**config.mk**
```make
export PLATFORM = sky130hd
export DESIGN_NAME = spike_rate_meter_flat
export DESIGN_NICKNAME = d
export VERILOG_FILES = /design/src/rtl/spike_rate_meter_if.sv /design/src/rtl/spike_rate_meter.sv /design/src/flat_wrapper.sv
export SDC_FILE = /design/constraint.sdc
export NUM_CORES = 1
export LEC_CHECK = 0
export BUFFER_PORTS_ARGS = -buffer_cell sky130_fd_sc_hd__clkbuf_2
export CELL_PAD_IN_SITES_DETAIL_PLACEMENT = 1
export CELL_PAD_IN_SITES_GLOBAL_PLACEMENT = 2
export CORE_MARGIN = 2
export CORE_UTILIZATION = 40
export CTS_CLUSTER_SIZE = 25
export DETAILED_ROUTE_END_ITERATION = 10
export PLACE_DENSITY = 0.95
export SYNTH_ARGS = -nofsm -noshare
export SYNTH_HDL_FRONTEND = slang
export SYNTH_SLANG_ARGS = --single-unit
```
**constraint.sdc**
```tcl
create_clock -name clk -period 2.9 [get_ports clk]
set_clock_uncertainty 0.15 [all_clocks]
set_input_delay 0.145 -clock clk [delete_from_list [all_inputs] [get_ports clk]]
set_output_delay 0.145 -clock clk [all_outputs]
set_load 0.005 [all_outputs]
```
**src/rtl/spike_rate_meter_if.sv**
```systemverilog
// rtl/spike_rate_meter_if.sv - valid/ready result port carrying one window's spike count
interface spike_rate_meter_if #(
  parameter int CNT_W = 16
) ();
  logic [CNT_W-1:0] rate_count;
  logic             rate_sat;
  logic             rate_valid;
  logic             rate_ready;

  modport master (output rate_count, output rate_sat, output rate_valid, input rate_ready);
  modport slave  (input rate_count, input rate_sat, input rate_valid, output rate_ready);
endinterface

```
**src/rtl/spike_rate_meter.sv**
```systemverilog
// rtl/spike_rate_meter.sv - windowed spike counter with valid/ready result and ISI measurement
// Optional SPIKE_EDGE_EN: count only rising edges of spike_in instead of every high cycle.
module spike_rate_meter #(
  parameter int WINDOW = 1000,
  parameter int CNT_W  = 16,
  parameter int ISI_W  = 16
) (
  input  logic                 clk,
  input  logic                 rst,
  input  logic                 en,
  input  logic                 spike_in,
  spike_rate_meter_if.master   rate,
  output logic                 overrun,
  output logic [ISI_W-1:0]     last_isi,
  output logic                 isi_valid
);
  localparam int               WIN_W    = (WINDOW > 2) ? $clog2(WINDOW) : 1;
  localparam logic [WIN_W-1:0] WIN_LAST = WIN_W'(WINDOW - 1);
  localparam logic [CNT_W-1:0] CNT_MAX  = '1;
  localparam logic [ISI_W-1:0] ISI_MAX  = '1;

  logic [WIN_W-1:0] win_cnt_q, win_cnt_d;
  logic [CNT_W-1:0] spk_cnt_q, spk_cnt_d, spk_fin;
  logic             spk_sat_q, spk_sat_d, sat_fin;
  logic [CNT_W-1:0] rate_count_q, rate_count_d;
  logic             rate_sat_q, rate_sat_d;
  logic             rate_valid_q, rate_valid_d;
  logic             overrun_q, overrun_d;
  logic [ISI_W-1:0] isi_cnt_q, isi_cnt_d, isi_inc;
  logic [ISI_W-1:0] last_isi_q, last_isi_d;
  logic             isi_valid_q, isi_valid_d;
  logic             have_prev_q, have_prev_d;
  logic             qual, win_last;

  // COUNT is exactly the set of cycles with en high; the first such cycle is window cycle 0.
`ifdef SPIKE_EDGE_EN
  logic prev_q;
  assign qual = en & spike_in & ~prev_q;
  always_ff @(posedge clk or negedge rst) begin
    if (!rst) prev_q <= 1'b0;
    else      prev_q <= en & spike_in;
  end
`else
  assign qual = en & spike_in;
`endif

  always_comb begin
    win_last  = en && (win_cnt_q == WIN_LAST);
    win_cnt_d = (!en || win_last) ? '0 : win_cnt_q + WIN_W'(1);

    spk_fin = spk_cnt_q;
    sat_fin = spk_sat_q;
    if (qual) begin
      if (spk_cnt_q == CNT_MAX) sat_fin = 1'b1;
      else                      spk_fin = spk_cnt_q + CNT_W'(1);
    end
    spk_cnt_d = (!en || win_last) ? '0   : spk_fin;
    spk_sat_d = (!en || win_last) ? 1'b0 : sat_fin;

    rate_count_d = rate_count_q;
    rate_sat_d   = rate_sat_q;
    rate_valid_d = rate_valid_q;
    overrun_d    = overrun_q;
    if (rate_valid_q && rate.rate_ready) rate_valid_d = 1'b0;
    // A result that lands while the held one is not being taken is lost.
    if (win_last) begin
      if (!rate_valid_q || rate.rate_ready) begin
        rate_count_d = spk_fin;
        rate_sat_d   = sat_fin;
        rate_valid_d = 1'b1;
      end else begin
        overrun_d = 1'b1;
      end
    end

    isi_inc     = (isi_cnt_q == ISI_MAX) ? ISI_MAX : isi_cnt_q + ISI_W'(1);
    isi_cnt_d   = en ? isi_inc : '0;
    have_prev_d = en & have_prev_q;
    last_isi_d  = last_isi_q;
    isi_valid_d = 1'b0;
    if (qual) begin
      if (have_prev_q) begin
        last_isi_d  = isi_inc;
        isi_valid_d = 1'b1;
      end
      isi_cnt_d   = '0;
      have_prev_d = 1'b1;
    end
  end

  always_ff @(posedge clk or negedge rst) begin
    if (!rst) begin
      win_cnt_q    <= '0;
      spk_cnt_q    <= '0;
      spk_sat_q    <= 1'b0;
      rate_count_q <= '0;
      rate_sat_q   <= 1'b0;
      rate_valid_q <= 1'b0;
      overrun_q    <= 1'b0;
      isi_cnt_q    <= '0;
      last_isi_q   <= '0;
      isi_valid_q  <= 1'b0;
      have_prev_q  <= 1'b0;
    end else begin
      win_cnt_q    <= win_cnt_d;
      spk_cnt_q    <= spk_cnt_d;
      spk_sat_q    <= spk_sat_d;
      rate_count_q <= rate_count_d;
      rate_sat_q   <= rate_sat_d;
      rate_valid_q <= rate_valid_d;
      overrun_q    <= overrun_d;
      isi_cnt_q    <= isi_cnt_d;
      last_isi_q   <= last_isi_d;
      isi_valid_q  <= isi_valid_d;
      have_prev_q  <= have_prev_d;
    end
  end

  assign rate.rate_count = rate_count_q;
  assign rate.rate_sat   = rate_sat_q;
  assign rate.rate_valid = rate_valid_q;
  assign overrun         = overrun_q;
  assign last_isi        = last_isi_q;
  assign isi_valid       = isi_valid_q;
endmodule

```
**src/flat_wrapper.sv**
```systemverilog
// flat-port wrapper written by rule: the top's interface ports become plain ports
module spike_rate_meter_flat 
#(
  parameter int WINDOW = 1000,
  parameter int CNT_W  = 16,
  parameter int ISI_W  = 16
)
  (clk, rst, en, spike_in, overrun, last_isi, isi_valid, rate_rate_count, rate_rate_sat, rate_rate_valid, rate_rate_ready);
  spike_rate_meter_if #(.CNT_W(CNT_W)) rate_i ();
  input  logic clk;
  input  logic rst;
  input  logic en;
  input  logic spike_in;
  output logic overrun;
  output logic [ISI_W-1:0] last_isi;
  output logic isi_valid;
  output wire logic [$bits(rate_i.rate_count)-1:0] rate_rate_count;
  output wire logic [$bits(rate_i.rate_sat)-1:0] rate_rate_sat;
  output wire logic [$bits(rate_i.rate_valid)-1:0] rate_rate_valid;
  input wire logic [$bits(rate_i.rate_ready)-1:0] rate_rate_ready;
  assign rate_rate_count = rate_i.rate_count;
  assign rate_rate_sat = rate_i.rate_sat;
  assign rate_rate_valid = rate_i.rate_valid;
  assign rate_i.rate_ready = rate_rate_ready;
  spike_rate_meter #(.WINDOW(WINDOW), .CNT_W(CNT_W), .ISI_W(ISI_W)) u_core (.clk(clk), .rst(rst), .en(en), .spike_in(spike_in), .rate(rate_i), .overrun(overrun), .last_isi(last_isi), .isi_valid(isi_valid));
endmodule
```
==> flow_summary.ini <==
[run_status]
status = completed

[cells_and_area]
n_antenna_cell = 0
multi_input_area_mm2 = 0.001499
drive_gt1_share_pct = 18.05
seqCellArea_mm2 = 0.002002
areaGrowthSynthToFinish_pct = 14.37
fin_area_mm2 = 0.004104
fill_cells = 1020
nets = 413

[die]
io-pin-count = 41
coreArea_mm2 = 0.008721
start_util_pct = 41.15
dieArea_mm2 = 0.009745
core.rowCount = 34
die_w_um = 98.72
die-height_um = 98.72

[synthesis]
synth_top_area_share_pct = 55.79
synth_edf_count = 0
synth_top_cell_by_area = dfrtp_1
ys_ff_latch = 80
synth.cell_area_mm2 = 0.003588
ys_seq_area_share_pct = 55.79
synth.distinct_cells = 50
synth_area_leaders = dfrtp_1, nor2_1, nand2_1, xnor2_1, nand3_1
synth_top_flop_cell = dfrtp_1
postSynth.asyncResetShare_pct = 100.0
syn-num-nets = 368
syn_inst = 360
synth_area_per_cell_um2 = 9.968
yosysMostFrequentCell = dfrtp_1
synthTopCellsByCount = dfrtp_1, nor2_1, nand2_1, nand3_1
synth-warning-count = 0

[routing]
drc = 0
drtIter0Drc = 84
ant_nets = 0
post_drt_via_cell_ratio = 5.220
wl_mm = 7.868
via_count = 2704
post_drt_wl_per_cell_um = 15.19
first_pass_iters = 4

[clock_tree]
cts_num_sinks = 80
cts_inserted_buffers = 9
clkSlewWorstSetupHoldPaths_ns = 0.08
cts_setup_buffers = 0
cts_max_path_buffers = 2
post_cts_resize_count = 0
h-tree-depth = 3
cts_tree = done
root_buffer = clkbuf_8
clkLatencyLatePin_ns = 0.35

[global_route]
antenna_found_initial = 0
grt_remaining_overflow = 0
grt_max_degree = 81
grt.total_usage_pct = 17.54
grt_pass1_vias = 2780
grt_first_pass_wirelength_mm = 13.72

[critical_path]
crit_chain = ha_1, and2_1, nand3_1, or3_1, nor2b_1, a21oi_1
start_kind = register
critPathTopFamily = simple AND/OR/NAND/NOR gates
worstPathRequired_ns = 3.02
critPathCaptureType = register
path_class = register to register
crit_fanout = 21
arrival_ns = 2.30
cp_slowest_cell = or3_1
cp_slowest_stage_delay_ns = 0.69
path_buf_inv = 0

[power_and_ir_drop]
powerDensity_mw_per_mm2 = 499.2
totalPowerFinal_mw = 2.049
p_leak_nw = 1.880
peakVddDrop_v = 0.0001898

[sta]
finalSetupViolations = 0
fin_crit_sh_pct = 75.21
drv_slew = 0
post-route-min-period_ns = 2.181
relSlewSlack_pct = 34.61
worst_pin_slew_ns = 0.9808
hold_viol_final = 0
rsz0062_at_grt = false
fin_setup_tns_ns = 0
max_freq_ghz = 0.4585

[placement]
portBuffers = 40
placed_area_mm2 = 0.003876
gp_congestion = 0.8581
place_hpwl_mm = 5.541

[job]
cap_violations = 0

[hold_path]
hold_path.class = input port to register
==> cell type report <==
| class | instances | share of cell area (%) |
|---|---|---|
| multi-input combinational | 263 | 36.52 |
| tap | 108 | 3.293 |
| inverter | 4 | 0.3659 |
| timing repair buffer | 47 | 6.463 |
| clock inverter | 6 | 1.463 |
| clock buffer | 10 | 3.110 |
| sequential | 80 | 48.78 |
==> what timing repair did <==
| item | 4_1_cts | 5_1_grt |
|---|---|---|
| endpoints found under the setup margin | 0 | 0 |
| hold buffers | 4 | 0 |
| hold endpoints to repair | 83 | 0 |
==> state kept, by name, indices dropped and copies added, names as in the netlist <==
signal / flops
u_core.rate.rate_sat: 1
u_core.win_cnt_q: 10
u_core.have_prev_q: 1
u_core.spk_sat_q: 1
u_core.isi_cnt_q: 16
u_core.last_isi: 16
u_core.isi_valid: 1
u_core.rate.rate_valid: 1
u_core.overrun: 1
u_core.rate.rate_count: 16
u_core.spk_cnt_q: 16
==> report_power, final <==
part / total, mW / internal, mW / switching, mW / leakage [nW]
logic: 0.0973 / 0.0336 / 0.0636 / 0.691
clock network: 0.801 / 0.394 / 0.408 / 0.0920
registers: 1.15 / 1.14 / 0.0145 / 1.10
total: 2.05 / 1.56 / 0.486 / 1.88
==> layout by cell type, fill, tap and decap left out, types with 3 or more instances in the layout <==
master / Yosys / layout
a21oi_1: 9 / 9
a31oi_1: 3 / 3
and2_1: 3 / 3
and3_1: 4 / 4
and4_1: 3 / 3
and4_4: 3 / 3
buf_4: 1 / 4
clkbuf_2: 0 / 39
clkbuf_8: 0 / 9
clkinv_2: 0 / 3
dfrtp_1: 80 / 80
dlygate4sd3_1: 0 / 4
ha_1: 3 / 3
inv_1: 4 / 4
nand2_1: 43 / 43
nand2b_1: 3 / 3
nand3_1: 20 / 20
nand4_1: 11 / 11
nor2_1: 59 / 59
nor2b_1: 3 / 3
nor3_1: 4 / 4
o21ai_0: 19 / 19
o21ai_1: 19 / 19
or3_1: 4 / 4
xnor2_1: 15 / 15
xor2_1: 8 / 8
==> per-stage QoR <==
stage / std cells / hold slack (ns) / worst slack, ns / util [%]
after floorplan: 360 / -0.3006 / 0.9700 / -
after global placement: 498 / 0.2230 / 0.7787 / 44.45
after detailed placement: 498 / 0.2403 / 0.6874 / 44.45
after CTS: 518 / 0.01011 / 0.6708 / 47.06
after global routing: 518 / 0.02254 / 0.4675 / 47.06
final: 518 / 0.01384 / 0.7190 / 47.06
==> routing by layer <==
metal	global-route usage, %	vias up	part of all wire, %
li1	-	1336	-
met1	22.76	1325	47
met2	29.62	31	50
met3	2.695	12	2.0
met4	6.955	0	1.7
met5	0	-	0
==> worst paths after layout <==
| kind | start | end | slack, ns | cells past startpoint |
|---|---|---|---|---|
| worst max register to register | u_core.win_cnt_q[0]$_DFF_PN0_ | u_core.rate.rate_count[15]$_DFFE_PN0P_ | 0.72 | 6 |
| worst min-delay path | en | u_core.rate.rate_valid$_DFF_PN0_ | 0.01 | 3 |
| max in group asynchronous | rst | u_core.spk_cnt_q[15]$_DFF_PN0_ | 1.63 | 2 |
| worst min register to register | u_core.win_cnt_q[0]$_DFF_PN0_ | u_core.win_cnt_q[0]$_DFF_PN0_ | 0.31 | 1 |
| worst max-delay path | u_core.win_cnt_q[0]$_DFF_PN0_ | u_core.rate.rate_count[15]$_DFFE_PN0P_ | 0.72 | 6 |
| min in group asynchronous | rst | u_core.last_isi[3]$_DFFE_PN0P_ | 0.35 | 2 |
==> worst register-to-register path: stages, from the launching register on <==
cell and delay, ns:
dfrtp_1 0.37, ha_1 0.18, and2_1 0.18, nand3_1 0.14
or3_1 0.69, nor2b_1 0.28, a21oi_1 0.12
==> logic make-up after synthesis <==
group	count (synthesis)	synth area share, %
adders and majority gates	3	1.046
buffers and inverters	17	2.441
AOI/OAI and AO/OA	62	10.04
xor gates and xnor gates	23	5.614
and+or+nand+nor	172	24.20
DFF	80	55.79
muxes	3	0.8717
(Power assumes the default switching activity.)
